==> src/rtl/ysyx_23060203_axi_rarb_pkg.sv <==
// Shared types and constants for the three-master AXI read arbiter.
// Holds the FSM encoding, grant indices, response codes and the packed channel bundles.
package ysyx_23060203_pkg;

    localparam int unsigned ID_W = 4;

    // Bit positions inside the one-hot grant vector {ifu, lsu, mmu}
    localparam int unsigned GNT_MMU = 0;
    localparam int unsigned GNT_LSU = 1;
    localparam int unsigned GNT_IFU = 2;

    localparam logic [1:0] RESP_OKAY   = 2'b00;
    localparam logic [1:0] RESP_SLVERR = 2'b10;

    typedef enum logic [2:0] {
        ST_IDLE = 3'b001,
        ST_AR   = 3'b010,
        ST_R    = 3'b100
    } rarb_state_t;

    typedef struct packed {
        logic            arvalid;
        logic [31:0]     araddr;
        logic [ID_W-1:0] arid;
        logic [7:0]      arlen;
        logic [2:0]      arsize;
        logic [1:0]      arburst;
    } ar_chan_t;

    typedef struct packed {
        logic            rvalid;
        logic [31:0]     rdata;
        logic [1:0]      rresp;
        logic            rlast;
        logic [ID_W-1:0] rid;
    } r_chan_t;

    // Final beat of a burst accepted this cycle
    function automatic logic r_last_hs(r_chan_t r, logic rready);
        return r.rvalid & rready & r.rlast;
    endfunction

endpackage

==> src/rtl/ysyx_23060203_axi_rarb_if.sv <==
// AXI read-channel bundle shared by the MMU, LSU, IFU and memory sides of the arbiter.
// 'in' is the subordinate view (arbiter facing a master), 'out' the manager view.
interface axi_if;
    import ysyx_23060203_pkg::*;

    logic            arvalid;
    logic            arready;
    logic [31:0]     araddr;
    logic [ID_W-1:0] arid;
    logic [7:0]      arlen;
    logic [2:0]      arsize;
    logic [1:0]      arburst;
    logic            rvalid;
    logic            rready;
    logic [31:0]     rdata;
    logic [1:0]      rresp;
    logic            rlast;
    logic [ID_W-1:0] rid;

    modport in (
        input  arvalid, araddr, arid, arlen, arsize, arburst, rready,
        output arready, rvalid, rdata, rresp, rlast, rid
    );

    modport out (
        output arvalid, araddr, arid, arlen, arsize, arburst, rready,
        input  arready, rvalid, rdata, rresp, rlast, rid
    );

endinterface

==> src/rtl/ysyx_23060203_axi_rarb_pick.sv <==
// Combinational request picker: MMU always first, then LSU/IFU.
// YSYX_23060203_RARB_RR_EN makes LSU/IFU alternate via rr_ptr (0 favours LSU); else LSU > IFU.
module ysyx_23060203_rarb_pick
    import ysyx_23060203_pkg::*;
#(
    parameter int unsigned ARB_W = 3
) (
    input  logic [ARB_W-1:0] req,
    input  logic             rr_ptr,
    output logic [ARB_W-1:0] gnt
);

    always_comb begin
        gnt = '0;
        if (req[GNT_MMU]) begin
            gnt[GNT_MMU] = 1'b1;
`ifdef YSYX_23060203_RARB_RR_EN
        end else if (req[GNT_LSU] && req[GNT_IFU]) begin
            if (rr_ptr) begin
                gnt[GNT_IFU] = 1'b1;
            end else begin
                gnt[GNT_LSU] = 1'b1;
            end
`endif
        end else if (req[GNT_LSU]) begin
            gnt[GNT_LSU] = 1'b1;
        end else if (req[GNT_IFU]) begin
            gnt[GNT_IFU] = 1'b1;
        end
    end

`ifndef YSYX_23060203_RARB_RR_EN
    logic unused_rr_ptr;
    assign unused_rr_ptr = rr_ptr;
`endif

endmodule

==> src/rtl/ysyx_23060203_axi_rarb.sv <==
// Three-master AXI read arbiter (MMU PTW, LSU, IFU) onto one memory read channel.
// One transaction at a time; YSYX_23060203_RARB_RR_EN adds an LSU/IFU round-robin pointer.
module ysyx_23060203_axi_rarb
    import ysyx_23060203_pkg::*;
#(
    parameter int unsigned ARB_W = 3
) (
    input  logic clock,
    input  logic reset,
    axi_if.in    mmu_r,
    axi_if.in    lsu_r,
    axi_if.in    ifu_r,
    axi_if.out   mem_r
);

    rarb_state_t      state_q, state_d;
    logic [ARB_W-1:0] gnt_q, gnt_d;
    logic [ARB_W-1:0] req;
    logic [ARB_W-1:0] pick_gnt;
    logic             rr_ptr;

    ar_chan_t mmu_ar, lsu_ar, ifu_ar, ar_sel, ar_out;
    r_chan_t  mem_rsp, r_mmu, r_lsu, r_ifu;
    logic     rready_sel;
    logic     in_ar, in_r;
    logic     ar_hs, r_done;

    assign req = {ifu_r.arvalid, lsu_r.arvalid, mmu_r.arvalid};

    assign in_ar = (state_q == ST_AR);
    assign in_r  = (state_q == ST_R);

    ysyx_23060203_rarb_pick #(
        .ARB_W (ARB_W)
    ) u_pick (
        .req    (req),
        .rr_ptr (rr_ptr),
        .gnt    (pick_gnt)
    );

    // ---------------------------------------------------------------- AR path
    assign mmu_ar = {mmu_r.arvalid, mmu_r.araddr, mmu_r.arid, mmu_r.arlen, mmu_r.arsize,
                     mmu_r.arburst};
    assign lsu_ar = {lsu_r.arvalid, lsu_r.araddr, lsu_r.arid, lsu_r.arlen, lsu_r.arsize,
                     lsu_r.arburst};
    assign ifu_ar = {ifu_r.arvalid, ifu_r.araddr, ifu_r.arid, ifu_r.arlen, ifu_r.arsize,
                     ifu_r.arburst};

    // AND-OR mux; gnt_q is one-hot whenever it is consulted
    assign ar_sel = ({$bits(ar_chan_t){gnt_q[GNT_MMU]}} & mmu_ar)
                  | ({$bits(ar_chan_t){gnt_q[GNT_LSU]}} & lsu_ar)
                  | ({$bits(ar_chan_t){gnt_q[GNT_IFU]}} & ifu_ar);

    assign ar_out = in_ar ? ar_sel : '0;

    assign {mem_r.arvalid, mem_r.araddr, mem_r.arid, mem_r.arlen, mem_r.arsize,
            mem_r.arburst} = ar_out;

    assign mmu_r.arready = in_ar & gnt_q[GNT_MMU] & mem_r.arready;
    assign lsu_r.arready = in_ar & gnt_q[GNT_LSU] & mem_r.arready;
    assign ifu_r.arready = in_ar & gnt_q[GNT_IFU] & mem_r.arready;

    assign ar_hs = ar_out.arvalid & mem_r.arready;

    // ----------------------------------------------------------------- R path
    assign mem_rsp = {mem_r.rvalid, mem_r.rdata, mem_r.rresp, mem_r.rlast, mem_r.rid};

    assign rready_sel = |(gnt_q & {ifu_r.rready, lsu_r.rready, mmu_r.rready});
    assign mem_r.rready = in_r & rready_sel;

    assign r_mmu = (in_r && gnt_q[GNT_MMU]) ? mem_rsp : '0;
    assign r_lsu = (in_r && gnt_q[GNT_LSU]) ? mem_rsp : '0;
    assign r_ifu = (in_r && gnt_q[GNT_IFU]) ? mem_rsp : '0;

    assign {mmu_r.rvalid, mmu_r.rdata, mmu_r.rresp, mmu_r.rlast, mmu_r.rid} = r_mmu;
    assign {lsu_r.rvalid, lsu_r.rdata, lsu_r.rresp, lsu_r.rlast, lsu_r.rid} = r_lsu;
    assign {ifu_r.rvalid, ifu_r.rdata, ifu_r.rresp, ifu_r.rlast, ifu_r.rid} = r_ifu;

    // Error responses do not end the burst early; only rlast does
    assign r_done = in_r & r_last_hs(mem_rsp, rready_sel);

    // -------------------------------------------------------------------- FSM
    always_comb begin
        state_d = state_q;
        gnt_d   = gnt_q;
        unique case (state_q)
            ST_IDLE: begin
                if (|req) begin
                    gnt_d   = pick_gnt;
                    state_d = ST_AR;
                end
            end
            ST_AR: begin
                // A master withdrawing arvalid keeps its grant; no re-arbitration
                if (ar_hs) begin
                    state_d = ST_R;
                end
            end
            ST_R: begin
                if (r_done) begin
                    state_d = ST_IDLE;
                    gnt_d   = '0;
                end
            end
            default: begin
                state_d = ST_IDLE;
                gnt_d   = '0;
            end
        endcase
    end

    always_ff @(posedge clock or posedge reset) begin
        if (reset) begin
            state_q <= ST_IDLE;
            gnt_q   <= '0;
        end else begin
            state_q <= state_d;
            gnt_q   <= gnt_d;
        end
    end

`ifdef YSYX_23060203_RARB_RR_EN
    logic rr_ptr_q, rr_ptr_d;

    // Flip only when the favoured master just finished a transaction it won
    always_comb begin
        rr_ptr_d = rr_ptr_q;
        if (r_done && ((gnt_q[GNT_LSU] && !rr_ptr_q) || (gnt_q[GNT_IFU] && rr_ptr_q))) begin
            rr_ptr_d = ~rr_ptr_q;
        end
    end

    always_ff @(posedge clock or posedge reset) begin
        if (reset) begin
            rr_ptr_q <= 1'b0;
        end else begin
            rr_ptr_q <= rr_ptr_d;
        end
    end

    assign rr_ptr = rr_ptr_q;
`else
    assign rr_ptr = 1'b0;
`endif

endmodule

==> src/flat_wrapper.sv <==
// flat-port wrapper written by rule: the top's interface ports become plain ports
module ysyx_23060203_axi_rarb_flat import ysyx_23060203_pkg::*;
#(
    parameter int unsigned ARB_W = 3
)
  (clock, reset, mmu_r_arvalid, mmu_r_araddr, mmu_r_arid, mmu_r_arlen, mmu_r_arsize, mmu_r_arburst, mmu_r_rready, mmu_r_arready, mmu_r_rvalid, mmu_r_rdata, mmu_r_rresp, mmu_r_rlast, mmu_r_rid, lsu_r_arvalid, lsu_r_araddr, lsu_r_arid, lsu_r_arlen, lsu_r_arsize, lsu_r_arburst, lsu_r_rready, lsu_r_arready, lsu_r_rvalid, lsu_r_rdata, lsu_r_rresp, lsu_r_rlast, lsu_r_rid, ifu_r_arvalid, ifu_r_araddr, ifu_r_arid, ifu_r_arlen, ifu_r_arsize, ifu_r_arburst, ifu_r_rready, ifu_r_arready, ifu_r_rvalid, ifu_r_rdata, ifu_r_rresp, ifu_r_rlast, ifu_r_rid, mem_r_arvalid, mem_r_araddr, mem_r_arid, mem_r_arlen, mem_r_arsize, mem_r_arburst, mem_r_rready, mem_r_arready, mem_r_rvalid, mem_r_rdata, mem_r_rresp, mem_r_rlast, mem_r_rid);
  axi_if mmu_r_i ();
  axi_if lsu_r_i ();
  axi_if ifu_r_i ();
  axi_if mem_r_i ();
  input  logic clock;
  input  logic reset;
  input wire logic [$bits(mmu_r_i.arvalid)-1:0] mmu_r_arvalid;
  input wire logic [$bits(mmu_r_i.araddr)-1:0] mmu_r_araddr;
  input wire logic [$bits(mmu_r_i.arid)-1:0] mmu_r_arid;
  input wire logic [$bits(mmu_r_i.arlen)-1:0] mmu_r_arlen;
  input wire logic [$bits(mmu_r_i.arsize)-1:0] mmu_r_arsize;
  input wire logic [$bits(mmu_r_i.arburst)-1:0] mmu_r_arburst;
  input wire logic [$bits(mmu_r_i.rready)-1:0] mmu_r_rready;
  output wire logic [$bits(mmu_r_i.arready)-1:0] mmu_r_arready;
  output wire logic [$bits(mmu_r_i.rvalid)-1:0] mmu_r_rvalid;
  output wire logic [$bits(mmu_r_i.rdata)-1:0] mmu_r_rdata;
  output wire logic [$bits(mmu_r_i.rresp)-1:0] mmu_r_rresp;
  output wire logic [$bits(mmu_r_i.rlast)-1:0] mmu_r_rlast;
  output wire logic [$bits(mmu_r_i.rid)-1:0] mmu_r_rid;
  input wire logic [$bits(lsu_r_i.arvalid)-1:0] lsu_r_arvalid;
  input wire logic [$bits(lsu_r_i.araddr)-1:0] lsu_r_araddr;
  input wire logic [$bits(lsu_r_i.arid)-1:0] lsu_r_arid;
  input wire logic [$bits(lsu_r_i.arlen)-1:0] lsu_r_arlen;
  input wire logic [$bits(lsu_r_i.arsize)-1:0] lsu_r_arsize;
  input wire logic [$bits(lsu_r_i.arburst)-1:0] lsu_r_arburst;
  input wire logic [$bits(lsu_r_i.rready)-1:0] lsu_r_rready;
  output wire logic [$bits(lsu_r_i.arready)-1:0] lsu_r_arready;
  output wire logic [$bits(lsu_r_i.rvalid)-1:0] lsu_r_rvalid;
  output wire logic [$bits(lsu_r_i.rdata)-1:0] lsu_r_rdata;
  output wire logic [$bits(lsu_r_i.rresp)-1:0] lsu_r_rresp;
  output wire logic [$bits(lsu_r_i.rlast)-1:0] lsu_r_rlast;
  output wire logic [$bits(lsu_r_i.rid)-1:0] lsu_r_rid;
  input wire logic [$bits(ifu_r_i.arvalid)-1:0] ifu_r_arvalid;
  input wire logic [$bits(ifu_r_i.araddr)-1:0] ifu_r_araddr;
  input wire logic [$bits(ifu_r_i.arid)-1:0] ifu_r_arid;
  input wire logic [$bits(ifu_r_i.arlen)-1:0] ifu_r_arlen;
  input wire logic [$bits(ifu_r_i.arsize)-1:0] ifu_r_arsize;
  input wire logic [$bits(ifu_r_i.arburst)-1:0] ifu_r_arburst;
  input wire logic [$bits(ifu_r_i.rready)-1:0] ifu_r_rready;
  output wire logic [$bits(ifu_r_i.arready)-1:0] ifu_r_arready;
  output wire logic [$bits(ifu_r_i.rvalid)-1:0] ifu_r_rvalid;
  output wire logic [$bits(ifu_r_i.rdata)-1:0] ifu_r_rdata;
  output wire logic [$bits(ifu_r_i.rresp)-1:0] ifu_r_rresp;
  output wire logic [$bits(ifu_r_i.rlast)-1:0] ifu_r_rlast;
  output wire logic [$bits(ifu_r_i.rid)-1:0] ifu_r_rid;
  output wire logic [$bits(mem_r_i.arvalid)-1:0] mem_r_arvalid;
  output wire logic [$bits(mem_r_i.araddr)-1:0] mem_r_araddr;
  output wire logic [$bits(mem_r_i.arid)-1:0] mem_r_arid;
  output wire logic [$bits(mem_r_i.arlen)-1:0] mem_r_arlen;
  output wire logic [$bits(mem_r_i.arsize)-1:0] mem_r_arsize;
  output wire logic [$bits(mem_r_i.arburst)-1:0] mem_r_arburst;
  output wire logic [$bits(mem_r_i.rready)-1:0] mem_r_rready;
  input wire logic [$bits(mem_r_i.arready)-1:0] mem_r_arready;
  input wire logic [$bits(mem_r_i.rvalid)-1:0] mem_r_rvalid;
  input wire logic [$bits(mem_r_i.rdata)-1:0] mem_r_rdata;
  input wire logic [$bits(mem_r_i.rresp)-1:0] mem_r_rresp;
  input wire logic [$bits(mem_r_i.rlast)-1:0] mem_r_rlast;
  input wire logic [$bits(mem_r_i.rid)-1:0] mem_r_rid;
  assign mmu_r_i.arvalid = mmu_r_arvalid;
  assign mmu_r_i.araddr = mmu_r_araddr;
  assign mmu_r_i.arid = mmu_r_arid;
  assign mmu_r_i.arlen = mmu_r_arlen;
  assign mmu_r_i.arsize = mmu_r_arsize;
  assign mmu_r_i.arburst = mmu_r_arburst;
  assign mmu_r_i.rready = mmu_r_rready;
  assign mmu_r_arready = mmu_r_i.arready;
  assign mmu_r_rvalid = mmu_r_i.rvalid;
  assign mmu_r_rdata = mmu_r_i.rdata;
  assign mmu_r_rresp = mmu_r_i.rresp;
  assign mmu_r_rlast = mmu_r_i.rlast;
  assign mmu_r_rid = mmu_r_i.rid;
  assign lsu_r_i.arvalid = lsu_r_arvalid;
  assign lsu_r_i.araddr = lsu_r_araddr;
  assign lsu_r_i.arid = lsu_r_arid;
  assign lsu_r_i.arlen = lsu_r_arlen;
  assign lsu_r_i.arsize = lsu_r_arsize;
  assign lsu_r_i.arburst = lsu_r_arburst;
  assign lsu_r_i.rready = lsu_r_rready;
  assign lsu_r_arready = lsu_r_i.arready;
  assign lsu_r_rvalid = lsu_r_i.rvalid;
  assign lsu_r_rdata = lsu_r_i.rdata;
  assign lsu_r_rresp = lsu_r_i.rresp;
  assign lsu_r_rlast = lsu_r_i.rlast;
  assign lsu_r_rid = lsu_r_i.rid;
  assign ifu_r_i.arvalid = ifu_r_arvalid;
  assign ifu_r_i.araddr = ifu_r_araddr;
  assign ifu_r_i.arid = ifu_r_arid;
  assign ifu_r_i.arlen = ifu_r_arlen;
  assign ifu_r_i.arsize = ifu_r_arsize;
  assign ifu_r_i.arburst = ifu_r_arburst;
  assign ifu_r_i.rready = ifu_r_rready;
  assign ifu_r_arready = ifu_r_i.arready;
  assign ifu_r_rvalid = ifu_r_i.rvalid;
  assign ifu_r_rdata = ifu_r_i.rdata;
  assign ifu_r_rresp = ifu_r_i.rresp;
  assign ifu_r_rlast = ifu_r_i.rlast;
  assign ifu_r_rid = ifu_r_i.rid;
  assign mem_r_arvalid = mem_r_i.arvalid;
  assign mem_r_araddr = mem_r_i.araddr;
  assign mem_r_arid = mem_r_i.arid;
  assign mem_r_arlen = mem_r_i.arlen;
  assign mem_r_arsize = mem_r_i.arsize;
  assign mem_r_arburst = mem_r_i.arburst;
  assign mem_r_rready = mem_r_i.rready;
  assign mem_r_i.arready = mem_r_arready;
  assign mem_r_i.rvalid = mem_r_rvalid;
  assign mem_r_i.rdata = mem_r_rdata;
  assign mem_r_i.rresp = mem_r_rresp;
  assign mem_r_i.rlast = mem_r_rlast;
  assign mem_r_i.rid = mem_r_rid;
  ysyx_23060203_axi_rarb #(.ARB_W(ARB_W)) u_core (.clock(clock), .reset(reset), .mmu_r(mmu_r_i), .lsu_r(lsu_r_i), .ifu_r(ifu_r_i), .mem_r(mem_r_i));
endmodule
==> config.mk <==
export PLATFORM = sky130hd
export DESIGN_NAME = ysyx_23060203_axi_rarb_flat
export DESIGN_NICKNAME = d
export VERILOG_FILES = /design/src/rtl/ysyx_23060203_axi_rarb_pkg.sv /design/src/rtl/ysyx_23060203_axi_rarb_if.sv /design/src/rtl/ysyx_23060203_axi_rarb_pick.sv /design/src/rtl/ysyx_23060203_axi_rarb.sv /design/src/flat_wrapper.sv
export SDC_FILE = /design/constraint.sdc
export NUM_CORES = 1
export LEC_CHECK = 0
export CAP_MARGIN = 20
export CORE_AREA = 2 2 144 146
export CTS_BUF_LIST = sky130_fd_sc_hd__clkbuf_16
export CTS_CLUSTER_DIAMETER = 150
export DETAILED_ROUTE_END_ITERATION = 16
export DIE_AREA = 0 0 146 148
export GPL_TIMING_DRIVEN = 0
export SYNTH_ARGS = -nofsm -noshare
export SYNTH_HDL_FRONTEND = slang
export SYNTH_HIERARCHICAL = 1
export SYNTH_SLANG_ARGS = --single-unit
==> constraint.sdc <==
create_clock -name clock -period 4.06 [get_ports clock]
set_input_delay 1.218 -clock clock [delete_from_list [all_inputs] [get_ports clock]]
set_output_delay 1.218 -clock clock [all_outputs]
set_load 0.05 [all_outputs]
# After elaboration in Yosys (flattened, before gate mapping)
# Cells that the tools add are included.
dict set report op_classes {
  n_eq_ne 6
  muxes 16
  bitwise_logic 18
  n_reduce_logical 7
}
# cell n
set ops {}
lappend ops {{50-bit bitwise AND} 3}
lappend ops {{40-bit two-way mux} 3}
lappend ops {{50-bit OR} 2}
lappend ops {{50-bit two-way mux} 1}
lappend ops {{3-bit case mux with 3 select lines} 2}
lappend ops {{3-bit two-way mux} 5}
lappend ops {{1-bit bitwise AND} 11}
lappend ops {{3-bit AND reduction} 2}
lappend ops {{3-bit OR reduction} 2}
lappend ops {{1-bit two-way mux} 4}
lappend ops {{2-bit != test, second input constant} 2}
lappend ops {{3-bit bitwise AND} 1}
lappend ops {{3-bit by 1-bit == test with 1-bit output, second input constant} 1}
lappend ops {{3-bit by 2-bit == test with 1-bit output, second input constant} 1}
lappend ops {{3-bit == test, second input constant} 1}
lappend ops {{1-bit logical AND} 3}
lappend ops {{2-bit two-way mux} 1}
lappend ops {{2-bit by 1-bit != test with 1-bit output, second input constant} 1}
lappend ops {{1-bit NOT} 1}
dict set report word_totals {
  ff_bits 6
  input_bits 196
  out_inout_bits 174
  elab_cells 49
}

# Longest topological paths before layout
# Gate-level depths: netlist of the first run.
dict set report logic_depth {
  ltp_word 7
  ltp_mapped 4
  depth_no_buf 4
}

# Modules after synthesis
# Netlist of the first run, hierarchy kept.
# module instances cells_each area_per_inst_um2 seq_area_each_um2
set modules_own_cells {}
lappend modules_own_cells {ysyx_23060203_axi_rarb 1 305 1980.6 151.4}
lappend modules_own_cells {ysyx_23060203_rarb_pick 1 3 26.3 0.0}

# Worst setup path before layout of the first run
# Ideal clock, no wire load.
dict set report synth_path {
  path_type {input to output}
  start {input port mem_r_arready}
  end {output port ifu_r_arready}
  arrival_ns 2.351
  t_required_ns 2.842
  slack_ns 0.491
  cell_stages 2
  n_path_buf 0
  path_cell_list {inv_1 > nor3_1}
}
dict set report synth_via {
  elab_chain_len 1
}
# element line_no
set synth_rtl {}
lappend synth_rtl {{start: declaration} flat_wrapper.sv:59} ;# input wire logic [$bits(mem_r_i.arready)-1:0] mem_r_arready;
lappend synth_rtl {{1-bit bitwise AND} ysyx_23060203_axi_rarb.sv:61} ;# assign ifu_r.arready = in_ar & gnt_q[GNT_IFU] & mem_r.arready;
lappend synth_rtl {{end: declaration} flat_wrapper.sv:46} ;# output wire logic [$bits(ifu_r_i.arready)-1:0] ifu_r_arready;
# No other way between the ends.

# Worst setup path after layout of the first run
dict set report layout_path {
  start {input port mem_r_rlast}
  end {output port mmu_r_rlast}
}
dict set report layout_via {
  elab_chain_len 1
}
# element line_no
set layout_rtl {}
lappend layout_rtl {{start: declaration} flat_wrapper.sv:63} ;# input wire logic [$bits(mem_r_i.rlast)-1:0] mem_r_rlast;
lappend layout_rtl {{40-bit two-way mux} ysyx_23060203_axi_rarb.sv:71} ;# assign r_mmu = (in_r && gnt_q[GNT_MMU]) ? mem_rsp : '0;
lappend layout_rtl {{end: declaration} flat_wrapper.sv:24} ;# output wire logic [$bits(mmu_r_i.rlast)-1:0] mmu_r_rlast;
# No other way between the ends.

==> results of run 1 <==
-- timing repair --
action	in CTS	in global routing
pin swaps	0	1
endpoints found under the setup margin	6	15
hold buffers	0	0
resized for setup	6	14
-- area by class of cell --
type                    instances  share of cell area [%]
multi-input cells             245                    26.3
clock buffers                   3                    1.22
inverters                       6                   0.367
plain buffers                  50                    3.48
repair buffers                369                    60.6
flip-flops and latches          6                    2.46
clock inverters                 1                  0.0611
diodes                          1                  0.0407
well taps                     270                    5.50
-- placed cells by master (no fill, tap or decap) --
cell	count
a222oi_1	51
nor2_1	50
clkbuf_2	9
dlymetal6s2s_1	14
clkbuf_16	3
buf_1	2
buf_4	1
o21ai_0	3
clkdlybuf4s50_1	349
dfrtp_1	5
dlygate4sd2_1	6
nor3_1	4
nand3_2	1
or3b_1	1
inv_1	7
nor2b_1	2
buf_2	9
diode_2	1
and3_1	121
nand2_1	5
clkbuf_1	29
mux2i_1	3
o21bai_1	1
dfstp_2	1
nor3b_2	3
-- metal layers --
| metal | routed length (um) | GRT usage (%) | vias to the layer above |
|---|---|---|---|
| met4 | 253 | 3.25 | 0 |
| met5 | 0 | 0 | - |
| met1 | 6610 | 16.5 | 1918 |
| li1 | - | - | 1966 |
| met2 | 8370 | 27.0 | 252 |
| met3 | 1500 | 3.27 | 15 |
-- flip-flops by register name, summed over array words and instances, names as in the netlist --
| signal | cells |
|---|---|
| u_core/gnt_q | 3 |
| u_core/state_q | 3 |
-- how the worst max path moves through the flow --
| stage | from | endpoint | slack [ps] |
|---|---|---|---|
| 3_3_place_gp | mmu_r_arvalid | mem_r_arvalid | -270 |
| 3_5_place_dp | mmu_r_arvalid | mem_r_arvalid | -260 |
| 6_report | mem_r_rlast | mmu_r_rlast | 60 |
| 2_1_floorplan | mem_r_arready | ifu_r_arready | 490 |
| 5_1_grt | mmu_r_arvalid | mem_r_arvalid | -40 |
| 4_1_cts | mmu_r_araddr[2] | mem_r_araddr[2] | 5 |
-- through the flow --
stage | total power, uW | hold slack (ps) | TNS (ps) | cells | cell area [sq um]
floorplan | 912 | 553 | 0 | 307 | 2000
global placement | 1470 | 591 | -374 | 946 | 6030
detailed placement | 1470 | 600 | -439 | 946 | 6030
CTS | 1640 | 611 | 0 | 950 | 6110
global route | 1740 | 656 | -37.1 | 950 | 6140
finish | 1620 | 604 | 0 | 951 | 6140
-- tightest hold or removal path: cells and delay by family (launching register included) --
kind	cells	cell delay [ps]
flip-flops	1	360
AND/OR/NAND/NOR	1	80
AO/OA/AOI/OAI	1	60
buffers and inverters	1	50
-- power breakdown --
part / switching (uW) / internal, uW
Combinational: 819 / 537
Sequential: 14.6 / 86.4
Clock: 33.2 / 128
==> summary.md, run 1 <==
| Metric | Value |
|---|---|
| Setup Buffers After CTS | `0` |
| Relative slew slack | `63.5%` |
| Clock skew | `2.16 ps` |
| Setup ws final | `55.6 ps` |
| Die width | `146 um` |
| Die H | `148 um` |
| Clock sinks | `6` |
| Startpoint types | `input pin` |
| Final RePlAce weighted congestion | `0.778` |
| Hold Path Class | `register to register` |
| Clk_lat worst skew | `230 ps` |
| Max Clock Freq | `0.250 GHz` |
| Via Count | `4151` |
| Final setup viols | `0` |
| Number of global-route vias before repair | `4257` |
| Pre-CTS setup slack | `-259 ps` |
| Initial detailed-routing violation count | `334` |
| Worst vdd ir | `0.129 mV` |
| Cell chain of the critical path | `clkdlybuf4s50_1 > and3_1 > clkdlybuf4s50_1` |
| Hold Path Cell Cnt | `3` |
| Wirelength per Cell | `17.6 um` |
| CP required | `2840 ps` |
| Status | `finished clean` |
| Multi-input logic area | `1620 sq um` |
| Cells after Synth | `307` |
| CP arrival | `2790 ps` |
| GR Util All Layers | `14.4%` |
| Ys Warns | `6` |
| Antenna viol nets, final | `0` |
| Reg-to-Reg End | `u_core/state_q[2]` |
| Hold path startpoint | `u_core/state_q[2]` |
| Power Density | `263 nW/um^2` |
| Crit path kind | `input pin to output pin` |
| Sequential Area | `151 sq um` |
| Max Cap Violations | `0` |
| P&R area growth vs syn | `207%` |
| Worst R2R Start | `u_core/gnt_q[0]` |
| Critical-path top delay cell | `clkdlybuf4s50_1` |
| CP Max Fanout | `4` |
| # H-tree levels | `1` |
| Avg Cell Area, Syn | `6.52 sq um` |
| Initial antenna violation count | `2` |
| RSZ-0062 raised after global routing | `yes` |
| CTS Buffer Depth | `2` |
| Crit path capture type | `output pin` |
| Num CTS Buffers | `3` |
| Crit path buffers/inverters | `2` |
| FF-to-FF setup slack | `2500 ps` |
| Pleak | `0.00280 uW` |
| Global-route wire length before repair | `24500 um` |
| Period utilisation layout | `98.6%` |
| R2R depth | `4` |
| Drt drc | `0` |
| Layout net count | `877` |
| Grt ovf | `0` |
| Fraction of layout instances using a drive strength above 1 | `3.97%` |
| Vias/cell | `4.36` |
| Port Buffer Count | `369` |
| Largest net degree at the start of global routing | `11` |
| Number of top-level pins | `370` |
| Fin. max-slew vios | `0` |
| HPWL after DPL | `13900 um` |
| # rows | `52` |
| Total number of cells along the worst setup path | `3` |
| CORE AREA | `20000 sq um` |
| Synth Net Count | `503` |
| Root buffer cell | `clkbuf_16` |
| Final hold violations | `0` |
| Die area | `21600 sq um` |
| Post-Synthesis Cell Area | `2000 sq um` |
| Final min period | `4000 ps` |
| CTS tree | `done` |
| CP most frequent cell | `clkdlybuf4s50_1` |
| Crit path largest cell delay | `800 ps` |
| Final core utilization | `30.7%` |
| Initial core utilization | `10.0%` |
| Worst slew pin tran | `546 ps` |
| Hold endpoint | `u_core/state_q[1]` |
| Filler cells | `2195` |
| CP top delay family | `buffers and inverters` |
| 1st-pass router iterations | `5` |
| Clk slew on worst S/H paths | `30 ps` |
| Drt total wl | `16700 um` |
(Power assumes the default switching activity.)
==> run 2: changes to the inputs <==
Settings changed: CTS_CLUSTER_SIZE set to 20.
==> results of run 2 <==
Final layout, timing and power as in run 1 (identical DEF).
